File: config.mk
export PLATFORM = sky130hd
export DESIGN_NAME = instr_encoder
export DESIGN_NICKNAME = d
export VERILOG_FILES = /design/src/rtl/instr_encoder.sv
export SDC_FILE = /design/constraint.sdc
export NUM_CORES = 1
export LEC_CHECK = 0
export BUFFER_PORTS_ARGS = -buffer_cell sky130_fd_sc_hd__buf_4
export CAP_MARGIN = 20
export CELL_PAD_IN_SITES_DETAIL_PLACEMENT = 0
export CELL_PAD_IN_SITES_GLOBAL_PLACEMENT = 2
export CORE_MARGIN = 1
export CORE_UTILIZATION = 34
export CTS_CLUSTER_DIAMETER = 80
export DETAILED_ROUTE_END_ITERATION = 8
export PLACE_DENSITY = 0.95
export SLEW_MARGIN = 25
export SYNTH_ARGS = -nofsm -noshare
export SYNTH_HDL_FRONTEND = slang
export SYNTH_SLANG_ARGS = --single-unit
export TNS_END_PERCENT = 5
File: constraint.sdc
create_clock -name clk -period 3.7 [get_ports clk]
set_input_delay 0 -clock clk [delete_from_list [all_inputs] [get_ports clk]]
set_output_delay 0 -clock clk [all_outputs]
set_load 0.02 [all_outputs]
File: src/rtl/instr_encoder.sv
// RV32I field-to-word packer with a small output FIFO and a saturating pop counter.
// Optional immediate range flagging is enabled by defining INSTR_ENCODER_RANGE_CHECK_EN.
module instr_encoder #(
    parameter int DEPTH = 2,
    parameter int CNT_W = 16
) (
    input  logic             clk,
    input  logic             rst_n,
    input  logic             in_valid,
    output logic             in_ready,
    input  logic [6:0]       opcode,
    input  logic [2:0]       func3,
    input  logic [6:0]       func7,
    input  logic [31:0]      imm,
    input  logic [4:0]       reg_source_0,
    input  logic [4:0]       reg_source_1,
    input  logic [4:0]       reg_dest,
    output logic             out_valid,
    input  logic             out_ready,
    output logic [31:0]      instruction,
    output logic             fmt_err,
    output logic             range_err,
    output logic [CNT_W-1:0] enc_count
);
    localparam int AW = $clog2(DEPTH);

    localparam logic [6:0] OPC_JALR   = 7'b1100111;
    localparam logic [6:0] OPC_LOAD   = 7'b0000011;
    localparam logic [6:0] OPC_OP_IMM = 7'b0010011;
    localparam logic [6:0] OPC_OP     = 7'b0110011;
    localparam logic [6:0] OPC_STORE  = 7'b0100011;
    localparam logic [6:0] OPC_BRANCH = 7'b1100011;
    localparam logic [6:0] OPC_LUI    = 7'b0110111;
    localparam logic [6:0] OPC_AUIPC  = 7'b0010111;
    localparam logic [6:0] OPC_JAL    = 7'b1101111;

    typedef enum logic [2:0] {FMT_I, FMT_R, FMT_S, FMT_B, FMT_U, FMT_J, FMT_BAD} fmt_e;

    typedef struct packed {
        logic [31:0] word;
        logic        fmt_err;
        logic        range_err;
    } entry_t;

    fmt_e        fmt;
    logic [31:0] packed_word;
    logic        push_rng;

    entry_t      mem [DEPTH];
    logic [AW-1:0] wr_ptr, rd_ptr;
    logic [AW:0]   count;
    logic          push, pop;

    always_comb begin
        fmt = FMT_BAD;
        case (opcode)
            OPC_JALR, OPC_LOAD, OPC_OP_IMM: fmt = FMT_I;
            OPC_OP:                         fmt = FMT_R;
            OPC_STORE:                      fmt = FMT_S;
            OPC_BRANCH:                     fmt = FMT_B;
            OPC_LUI, OPC_AUIPC:             fmt = FMT_U;
            OPC_JAL:                        fmt = FMT_J;
            default:                        fmt = FMT_BAD;
        endcase
    end

    // Unsupported opcodes fall back to R-type layout so the word is still deterministic.
    always_comb begin
        packed_word = {func7, reg_source_1, reg_source_0, func3, reg_dest, opcode};
        case (fmt)
            FMT_I: packed_word = {imm[11:0], reg_source_0, func3, reg_dest, opcode};
            FMT_S: packed_word = {imm[11:5], reg_source_1, reg_source_0, func3, imm[4:0], opcode};
            FMT_B: packed_word = {imm[12], imm[10:5], reg_source_1, reg_source_0, func3,
                                  imm[4:1], imm[11], opcode};
            FMT_U: packed_word = {imm[31:12], reg_dest, opcode};
            FMT_J: packed_word = {imm[20], imm[10:1], imm[11], imm[19:12], reg_dest, opcode};
            default: packed_word = {func7, reg_source_1, reg_source_0, func3, reg_dest, opcode};
        endcase
    end

`ifdef INSTR_ENCODER_RANGE_CHECK_EN
    // Flags immediates whose dropped bits would change the decoded value.
    always_comb begin
        push_rng = 1'b0;
        case (fmt)
            FMT_I, FMT_S: push_rng = !((&imm[31:11]) || !(|imm[31:11]));
            FMT_B:        push_rng = imm[0] || !((&imm[31:12]) || !(|imm[31:12]));
            FMT_J:        push_rng = imm[0] || !((&imm[31:20]) || !(|imm[31:20]));
            FMT_U:        push_rng = |imm[11:0];
            default:      push_rng = 1'b0;
        endcase
    end
`else
    assign push_rng = 1'b0;
`endif

    assign in_ready  = (count != (AW+1)'(DEPTH));
    assign out_valid = (count != '0);
    assign push      = in_valid && in_ready;
    assign pop       = out_valid && out_ready;

    always_ff @(posedge clk or negedge rst_n) begin
        if (!rst_n) begin
            for (int i = 0; i < DEPTH; i++) mem[i] <= '0;
            wr_ptr    <= '0;
            rd_ptr    <= '0;
            count     <= '0;
            enc_count <= '0;
        end else begin
            if (push) begin
                mem[wr_ptr] <= '{word: packed_word, fmt_err: (fmt == FMT_BAD), range_err: push_rng};
                wr_ptr      <= wr_ptr + 1'b1;
            end
            if (pop) begin
                rd_ptr <= rd_ptr + 1'b1;
                if (enc_count != '1) enc_count <= enc_count + 1'b1;
            end
            case ({push, pop})
                2'b10:   count <= count + 1'b1;
                2'b01:   count <= count - 1'b1;
                default: count <= count;
            endcase
        end
    end

    // Head is storage output; zeroed while empty so idle outputs match reset values.
    assign instruction = out_valid ? mem[rd_ptr].word      : '0;
    assign fmt_err     = out_valid ? mem[rd_ptr].fmt_err   : 1'b0;
    assign range_err   = out_valid ? mem[rd_ptr].range_err : 1'b0;

endmodule

==> impl_metrics.tcl, run 1 <==
set metrics [dict create \
    status "complete, no violations" \
    rsz0062_at_grt "no" \
    synth_cell_types 61 \
    cts_buffers 9 \
    max_stage_delay_ns 0.55 \
    p_leak_nw 3.20 \
    final_common_cell "buf_4" \
    cp_common_cell "dlygate4sd3_1" \
    critPathMaxFanout 13 \
    reg2reg_depth 5 \
    antenna_cells 0 \
    maxCapViolCount 0 \
    routabilityCongestion 0.867 \
    cts_sinks 86 \
    dpl_worst_slack_ns 0.499 \
    ys_ff_latch 86 \
    r2r_start "count[0]$_DFFE_PN0P_" \
    finalSetupViolCount 0 \
    areaGrowthSynthToFinish_pct 39.5 \
    fin_skew_ns 0.00258 \
    post-route-min-period_ns 3.35 \
    cp_slowest_cell "dlygate4sd3_1" \
    min_period_over_period_pct 90.4 \
    grt_pass1_wl_um 22900 \
    peakVddDrop_v 0.000436 \
    drc 0 \
    die_w_um 121 \
    wl_per_cell_um 16.6 \
    crit_chain "dlygate4sd3_1 -> buf_4 -> nand2_1 -> nor2_1 -> inv_1 -> ha_2 -> clkinvlp_4 -> or3_1 -> nor2_2 -> a221o_1 -> dlygate4sd3_1" \
    powerDensity_nw_per_um2 753 \
    startpoint "opcode[0]" \
    drtIter0Drc 362 \
    layout_common_cells "buf_4, nand2_1, dfrtp_1, nor2_1, dlygate4sd3_1" \
    setup_ws_ns 0.354 \
    drt_first_pass_iters 4 \
    hold_viol 0 \
    finalMaxSlewViolations 0 \
    vias 4546 \
    async_reset_ff_share_pct 100 \
    syn-num-nets 595 \
    ys_warn_count 0 \
    cts_tree "built" \
    hold_path_class "input port to flop" \
    holdCritStartpoint "reg_dest[3]" \
    antenna_left 0 \
    synth_edf_count 0 \
    drive_gt1_share_pct 23.0 \
    crit_arrival_ns 3.63 \
    num_rows 43 \
    clk_pin_slew_ns 0.06 \
    cp.required_ns 3.98 \
    netlist_area_um2 4810 \
    finalSetupTns_ns 0 \
    synthFlopType "dfrtp_1" \
    ios 120 \
    die_y_um 121 \
    fmax_mhz 299 \
    post-dp-hpwl_um 9980 \
    ys_seq_area_share_pct 44.7 \
    antenna_found_initial 0 \
    die_area_um2 14600 \
    slew_headroom_pct 32.6 \
    final_nets 754 \
    path_class "input port to flop" \
    hold_depth 3 \
    overflow 0 \
    grt_max_degree 87 \
    core_area_um2 13800 \
    endpoint_kind "flop" \
    viasPerCell 5.24 \
    fillers 1336 \
    clkLatencyLatePin_ns 0.34 \
    syn_area_per_cell_um2 9.18 \
    drt-total-wl_um 14400 \
    start_util_pct 34.8 \
    h-tree-depth 3 \
    cts_root_buf "clkbuf_16" \
    clock_path_buffers 2 \
    port_buffers 118 \
    gr-usage-all-layers_pct 20.6 \
    cts_setup_buffers 0 \
    first_global_vias 4451 \
    tightest_slew_ns 1.01 \
    worst_setup_path_start_kind "input port" \
    netlist_instances 524 \
]
[cells in the mapped netlist (all sizes together) (2+ instances only)]
library cell	count	share of area, %
nor2b	2	0.26
and2	27	3.6
and3b	2	0.36
ha	3	0.78
nor2	63	5.1
mux2i	35	7.3
and4b	2	0.42
nor4	3	0.52
a32oi	2	0.36
o211ai	4	0.73
buf	7	1.1
nor3	9	0.94
a221o	27	5.6
a21oi	18	2.0
nor3b	4	0.73
xor2	8	1.5
dfrtp	86	45
inv	9	0.70
a2bb2oi	6	1.1
nand2b	3	0.39
nand3	8	0.83
o31ai	4	0.62
a31oi	3	0.52
a211oi	3	0.57
clkbuf	23	1.8
nand2	90	7.0
o21ai	34	3.5
mux2	3	0.70
nand4	5	0.65
xnor2	12	2.2
[critical path: cells and delay by family]
kind	cells	cell delay, ns
AO/OA/AOI/OAI	1	0.23
buffers and inverters	5	1.57
AND/OR/NAND/NOR	4	1.31
adder cells (fa/ha/maj)	1	0.50
[cell families (layout without fill, tap and decap cells)]
| family | Yosys count | in the layout | synth area share, % |
|---|---|---|---|
| DFF | 86 | 86 | 44.7 |
| adders and majority gates | 3 | 3 | 0.781 |
| xor gates and xnor gates | 20 | 20 | 3.64 |
| AOI/OAI and AO/OA | 114 | 114 | 17.7 |
| and+or+nand+nor | 222 | 222 | 21.4 |
| muxes | 38 | 38 | 7.99 |
| other | 1 | 1 | 0.0780 |
| buffers and inverters | 40 | 204 | 3.67 |
[area by class of cell]
type | count | area (um2) | area share, %
Tap cell | 180 | 225 | 3.36
Clock inverter | 3 | 50.0 | 0.746
Multi-Input combinational cell | 398 | 2490 | 37.0
Inverter | 10 | 41.3 | 0.615
Timing Repair Buffer | 178 | 1480 | 22.1
Sequential cell | 86 | 2160 | 32.1
Clock buffer | 13 | 270 | 4.03
[sequential cells by signal (all words and copies together) (netlist names)]
register,count
count,2
enc_count,16
mem,66
rd_ptr,1
wr_ptr,1
[metal layers]
metal	track usage, %	routed length, um
met4	5.02	175
met1	27.3	6560
met2	33.9	6870
met5	0	0
met3	4.93	840
[worst paths after layout]
kind | end | slack [ns]
hold reg to reg | mem[42]$_DFFE_PN0P_ | 0.47
max in group asynchronous | rd_ptr$_DFFE_PN0P_ | 2.84
setup / recovery | mem[18]$_DFFE_PN0P_ | 0.35
setup reg to reg | mem[18]$_DFFE_PN0P_ | 0.64
hold / removal | mem[12]$_DFFE_PN0P_ | 0.01
min in group asynchronous | enc_count[6]$_DFFE_PN0P_ | 0.27
[through the flow]
stage | instances | utilization (%) | total power, W | cell area, um2 | hold slack, ns
global placement | 795 | 42.0 | 0.00391 | 5810 | 0.244
floorplan | 524 | - | 0.00308 | 4810 | -0.296
finish | 868 | 48.5 | 0.00505 | 6710 | 0.0135
CTS | 868 | 48.4 | 0.00510 | 6700 | 0.00526
global route | 868 | 48.5 | 0.00541 | 6710 | 0.0220
detailed placement | 795 | 42.0 | 0.00396 | 5810 | 0.250
[timing repair]
action                                 CTS  global route
endpoints found under the hold margin  142             0
resized for setup                        0             2
setup endpoints to repair                0             7
hold buffers                            57             0
[where the power goes]
| part | total [W] | leakage (nW) | switching [W] | internal [W] |
|---|---|---|---|---|
| logic | 0.00242 | 1.98 | 0.00127 | 0.00114 |
| clock network | 0.000961 | 0.158 | 0.000376 | 0.000585 |
| registers | 0.00168 | 1.06 | 0.000335 | 0.00134 |
| total | 0.00505 | 3.20 | 0.00198 | 0.00307 |
No activity file was read; power rests on OpenSTA's default activity.
==> inputs of run 2 (changes only) <==
--- a/config.mk
+++ b/config.mk
@@ -9,11 +9,12 @@
 export CAP_MARGIN = 20
 export CELL_PAD_IN_SITES_DETAIL_PLACEMENT = 0
 export CELL_PAD_IN_SITES_GLOBAL_PLACEMENT = 2
+export CORE_ASPECT_RATIO = 1.2
 export CORE_MARGIN = 1
-export CORE_UTILIZATION = 34
+export CORE_UTILIZATION = 29
 export CTS_CLUSTER_DIAMETER = 80
 export DETAILED_ROUTE_END_ITERATION = 8
-export PLACE_DENSITY = 0.95
+export PLACE_DENSITY = 0.88
 export SLEW_MARGIN = 25
 export SYNTH_ARGS = -nofsm -noshare
 export SYNTH_HDL_FRONTEND = slang
==> constraint.sdc (replaced) <==
create_clock -name clk -period 3 [get_ports clk]
set_input_delay 0 -clock clk [delete_from_list [all_inputs] [get_ports clk]]
set_output_delay 0 -clock clk [all_outputs]
set_load 0.02 [all_outputs]
==> impl_metrics.tcl, run 2 (synthesis results as in run 1) <==
set metrics [dict create \
    grt_max_degree 55 \
    routabilityCongestion 0.912 \
    setup_ws_ns 0.162 \
    die_area_um2 17100 \
    tightest_slew_ns 0.585 \
    cts_buffers 9 \
    critPathMaxFanout 11 \
    cts_tree "built" \
    slew_headroom_pct 60.9 \
    drt_first_pass_iters 5 \
    clkLatencyLatePin_ns 0.35 \
    antenna_left 0 \
    largest-register "mem" \
    post-route-min-period_ns 2.84 \
    h-tree-depth 3 \
    finalMaxSlewViolations 0 \
    cp.required_ns 3.27 \
    r2r_start "count[0]$_DFFE_PN0P_" \
    start_util_pct 29.7 \
    ios 120 \
    die_w_um 120 \
    final_nets 764 \
    overflow 0 \
    peakVddDrop_v 0.000424 \
    reg2reg_to "mem[53]$_DFFE_PN0P_" \
    cts_root_buf "clkbuf_16" \
    whs_ns 0.0165 \
    vias 4564 \
    die_y_um 143 \
    fmax_mhz 352 \
    hold_viol 0 \
    r2r_setup_slack_ns 0.31 \
    num_rows 51 \
    p_leak_nw 3.25 \
    viasPerCell 5.02 \
    reg.largest.list "mem: 66 flops, enc_count: 16 flops, count: 2 flops" \
    cts_sinks 86 \
    cts_setup_buffers 0 \
    final_common_cell "buf_4" \
    largest_reg_flops 66 \
    clk_pin_slew_ns 0.06 \
    hold_depth 3 \
    min_period_over_period_pct 94.6 \
    status "complete, no violations" \
    grt_pass1_wl_um 24000 \
    worst_setup_path_start_kind "input port" \
    antenna_found_initial 0 \
    holdCritStartpoint "reg_dest[3]" \
    endpoint_kind "flop" \
    post-dp-hpwl_um 10800 \
    whs_endpoint "mem[12]$_DFFE_PN0P_" \
    reg2reg_depth 7 \
    fin_util_pct 42.1 \
    hold_path_class "input port to flop" \
    gr-usage-all-layers_pct 18.2 \
    first_global_vias 4676 \
    port_buffers 118 \
    maxCapViolCount 0 \
    crit_arrival_ns 3.11 \
    areaGrowthSynthToFinish_pct 42.0 \
    fin_skew_ns 0.00822 \
    dpl_worst_slack_ns 0.210 \
    wl_per_cell_um 16.6 \
    core_area_um2 16200 \
    drc 0 \
    path_class "input port to flop" \
    clock_path_buffers 2 \
    powerDensity_nw_per_um2 915 \
    drtIter0Drc 221 \
    antenna_cells 0 \
    finalSetupViolCount 0 \
    finalSetupTns_ns 0 \
    drt-total-wl_um 15100 \
    drive_gt1_share_pct 24.2 \
    layout_common_cells "buf_4, nand2_1, dfrtp_1, nor2_1, dlygate4sd3_1" \
    rsz0062_at_grt "no" \
]
-- run 2: worst max path at each step --
stage	startpoint	endpoint	slack, ns
2_1_floorplan	opcode[3]	mem[32]$_DFFE_PN0P_	0.54
3_3_place_gp	opcode[3]	mem[32]$_DFFE_PN0P_	0.31
3_5_place_dp	opcode[3]	mem[32]$_DFFE_PN0P_	0.21
4_1_cts	opcode[3]	mem[31]$_DFFE_PN0P_	0.12
5_1_grt	opcode[3]	mem[18]$_DFFE_PN0P_	0.006
6_report	opcode[3]	mem[18]$_DFFE_PN0P_	0.16
-- run 2: cell type report --
cell class,count,area [um2]
fillers,1629,9380
multi-input cells,398,2500
flip-flops and latches,86,2150
repair buffers,188,1570
well taps,212,265
clock buffers,9,225
clock inverters,7,73.8
inverters,10,37.5
-- run 2: stage by stage --
stage               cells  total power [W]  area (um2)
detailed placement    837          0.00497        5940
floorplan             524          0.00380        4810
global route          910          0.00670        6830
CTS                   910          0.00632        6810
global placement      836          0.00490        5920
finish                910          0.00625        6830
-- run 2: report_power, final --
group	internal (W)	switching (W)	total, W
Clock	0.000648	0.000487	0.00113
Sequential	0.00165	0.000320	0.00197
Combinational	0.00145	0.00169	0.00314
Total	0.00375	0.00250	0.00625
-- run 2: what timing repair did --
action,CTS,global route
gates resized for setup,0,3
hold buffers,57,0
endpoints found under the hold margin,89,0
setup endpoints to repair,0,6
-- run 2: routing by layer --
layer	up-vias	GRT usage (%)	wire [um]
met5	-	0	0
met4	0	5.86	261
met3	18	3.47	655
met1	2214	23.9	6940
li1	2184	-	-
met2	148	30.1	7230
-- run 2: critical path, cell delays in order --
cell	delay, ns
buf_4	0.15
or4b_4	0.57
nor2_1	0.15
inv_1	0.06
ha_1	0.41
clkinv_1	0.20
or3_1	0.48
nor2_2	0.32
a221o_1	0.21
dlygate4sd3_1	0.55
==> inputs of run 3 (changes only) <==
--- a/config.mk
+++ b/config.mk
@@ -5,12 +5,12 @@
 export SDC_FILE = /design/constraint.sdc
 export NUM_CORES = 1
 export LEC_CHECK = 0
-export BUFFER_PORTS_ARGS = -buffer_cell sky130_fd_sc_hd__buf_4
+export BUFFER_PORTS_ARGS = -buffer_cell sky130_fd_sc_hd__buf_2
 export CAP_MARGIN = 20
 export CELL_PAD_IN_SITES_DETAIL_PLACEMENT = 0
 export CELL_PAD_IN_SITES_GLOBAL_PLACEMENT = 2
 export CORE_ASPECT_RATIO = 1.2
-export CORE_MARGIN = 1
+export CORE_MARGIN = 3
 export CORE_UTILIZATION = 29
 export CTS_CLUSTER_DIAMETER = 80
 export DETAILED_ROUTE_END_ITERATION = 8
==> impl_metrics.tcl, run 3 (synthesis results as in run 1) <==
set metrics [dict create \
    fin_util_pct 40.6 \
    critPathMaxFanout 15 \
    cp_slowest_cell "dlygate4sd3_1" \
    grt-busiest-layer "met2" \
    cpLargestDelayFamily "simple AND/OR/NAND/NOR gates" \
    rsz0062_at_grt "yes" \
    h-tree-depth 3 \
    drtIter0Drc 267 \
    fin_skew_ns 0.00665 \
    path_class "input port to flop" \
    grt.met1_usage_pct 23.5 \
    antenna_cells 0 \
    ios 120 \
    maxCapViolCount 0 \
    netSwitchingFraction_pct 40.8 \
    status "complete, no violations" \
    drive_gt1_share_pct 24.0 \
    post-route-min-period_ns 2.87 \
    first_global_vias 4571 \
    largest-register "mem" \
    start_util_pct 30.1 \
    critPathBufInv 4 \
    p_sw_w 0.00246 \
    tightest_slew_ns 0.816 \
    multi_input_area_um2 2500 \
    clk_pin_slew_ns 0.06 \
    wl_per_cell_um 17.0 \
    p_int_w 0.00356 \
    drc 0 \
    stdcell_count 900 \
    hold_path_class "input port to flop" \
    crit_chain "buf_2 -> or4b_4 -> nor2_1 -> inv_1 -> ha_1 -> clkinv_1 -> or3_1 -> nor2_2 -> a221o_1 -> dlygate4sd3_1" \
    overflow 0 \
    viasPerCell 5.00 \
    die_w_um 124 \
    grt_max_degree 87 \
    antenna_found_initial 0 \
    final_nets 758 \
    reg.largest.list "mem: 66 flops, enc_count: 16 flops, count: 2 flops" \
    gr-usage-all-layers_pct 17.3 \
    grt_pass1_wl_um 24600 \
    regArea_um2 2150 \
    layout_common_cells "buf_2, nand2_1, dfrtp_1, nor2_1, dlygate4sd3_1" \
    port_buffers 118 \
    finalSetupViolCount 0 \
    die_area_um2 18200 \
    slew_headroom_pct 45.6 \
    finalMaxSlewViolations 0 \
    fillers 1644 \
    drt_first_pass_iters 5 \
    peakVddDrop_v 0.000378 \
    clock_path_buffers 2 \
    cts_buffers 9 \
    grtUsageMet2_pct 27.9 \
    cts_root_buf "clkbuf_16" \
    routabilityCongestion 0.891 \
    dp_cells 831 \
    cts_setup_buffers 0 \
    max_stage_delay_ns 0.55 \
    fmax_mhz 348 \
    endpoint_kind "flop" \
    cp.required_ns 3.27 \
    drt-total-wl_um 15300 \
    powerDensity_nw_per_um2 929 \
    crit_arrival_ns 3.15 \
    clkLatencyLatePin_ns 0.35 \
    core_area_um2 16000 \
    met3_usage_pct 2.31 \
    seq_power_share_pct 33.1 \
    min_period_over_period_pct 95.7 \
    vias 4504 \
    p_clk_share_pct 19.3 \
    antenna_left 0 \
    final_common_cell "buf_2" \
    cts_tree "built" \
    cts_sinks 86 \
    post-dp-hpwl_um 11000 \
    num_rows 50 \
    p_leak_nw 3.14 \
    pwr-share-comb_pct 47.6 \
    hold_viol 0 \
    worst_setup_path_start_kind "input port" \
    die_y_um 147 \
    areaGrowthSynthToFinish_pct 34.5 \
    largest_reg_flops 66 \
]
run 3: cell count changes in the layout (fill, tap and decap cells not counted):
cell and delta:
buf_4 -119, buf_2 +117, dlygate4sd3_1 -4, clkbuf_8 +2, clkinv_2 -2, buf_16 -1
buf_6 +1, clkbuf_1 +1, inv_6 -1
run 3: timing repair:
item | CTS | global route
hold buffers | 53 | 0
endpoints found under the hold margin | 135 | 0
setup endpoints to repair | 0 | 13
resized for setup | 0 | 3
run 3: final timing paths:
path / startpoint / cells past startpoint / slack [ns] / endpoint
max in group asynchronous: rst_n / 2 / 2.11 / rd_ptr$_DFFE_PN0P_
min: opcode[2] / 3 / 0.02 / mem[38]$_DFFE_PN0P_
min reg2reg: mem[37]$_DFFE_PN0P_ / 2 / 0.47 / mem[37]$_DFFE_PN0P_
max reg2reg: count[0]$_DFFE_PN0P_ / 6 / 0.41 / mem[49]$_DFFE_PN0P_
max: opcode[5] / 10 / 0.13 / mem[17]$_DFFE_PN0P_
min in group asynchronous: rst_n / 2 / 0.30 / mem[54]$_DFFE_PN0P_
run 3: worst reg2reg max path: stages, from the launching register on:
cell and delay [ns]:
dfrtp_1 0.43, nand2b_1 0.21, nand2_1 0.13, or2_2 0.42, nor2_1 0.54, a221o_1 0.26
dlygate4sd3_1 0.54
run 3: power by group through the flow:
| stage | clock network (W) | registers [W] | logic (W) |
|---|---|---|---|
| after floorplan | 0 | 0.00193 | 0.00187 |
| final | 0.00116 | 0.00199 | 0.00286 |
| after global routing | 0.00124 | 0.00207 | 0.00317 |
| after detailed placement | 0 | 0.00202 | 0.00272 |
| after global placement | 0 | 0.00198 | 0.00268 |
| after CTS | 0.00119 | 0.00200 | 0.00291 |
run 3: layout make-up:
class / instances / share of cell area [%]
Tap cell: 208 / 4.02
Timing Repair Buffer: 182 / 18.7
Clock buffer: 12 / 3.96
Clock inverter: 4 / 0.851
Multi-Input combinational cell: 398 / 38.6
Inverter: 10 / 0.580
Sequential cell: 86 / 33.3
run 3: metal layers:
| metal | up-vias | wire (um) | part of all wire (%) |
|---|---|---|---|
| met5 | - | 0 | 0 |
| met4 | 0 | 228 | 1.5 |
| met3 | 16 | 631 | 4.1 |
| met2 | 121 | 7410 | 48 |
| met1 | 2189 | 7020 | 46 |
| li1 | 2178 | - | - |
run 3: stage by stage:
step / total power [W] / cell area, um2 / setup slack [ns] / hold WS, ns / setup TNS [ns]
after detailed placement: 0.00473 / 5610 / 0.173 / 0.124 / 0
final: 0.00601 / 6470 / 0.128 / 0.0179 / 0
after global routing: 0.00649 / 6470 / -0.0844 / 0.0197 / -0.563
after floorplan: 0.00380 / 4810 / 0.541 / -0.296 / 0
after global placement: 0.00466 / 5610 / 0.242 / 0.250 / 0
after CTS: 0.00610 / 6460 / 0.0571 / 0.00277 / 0
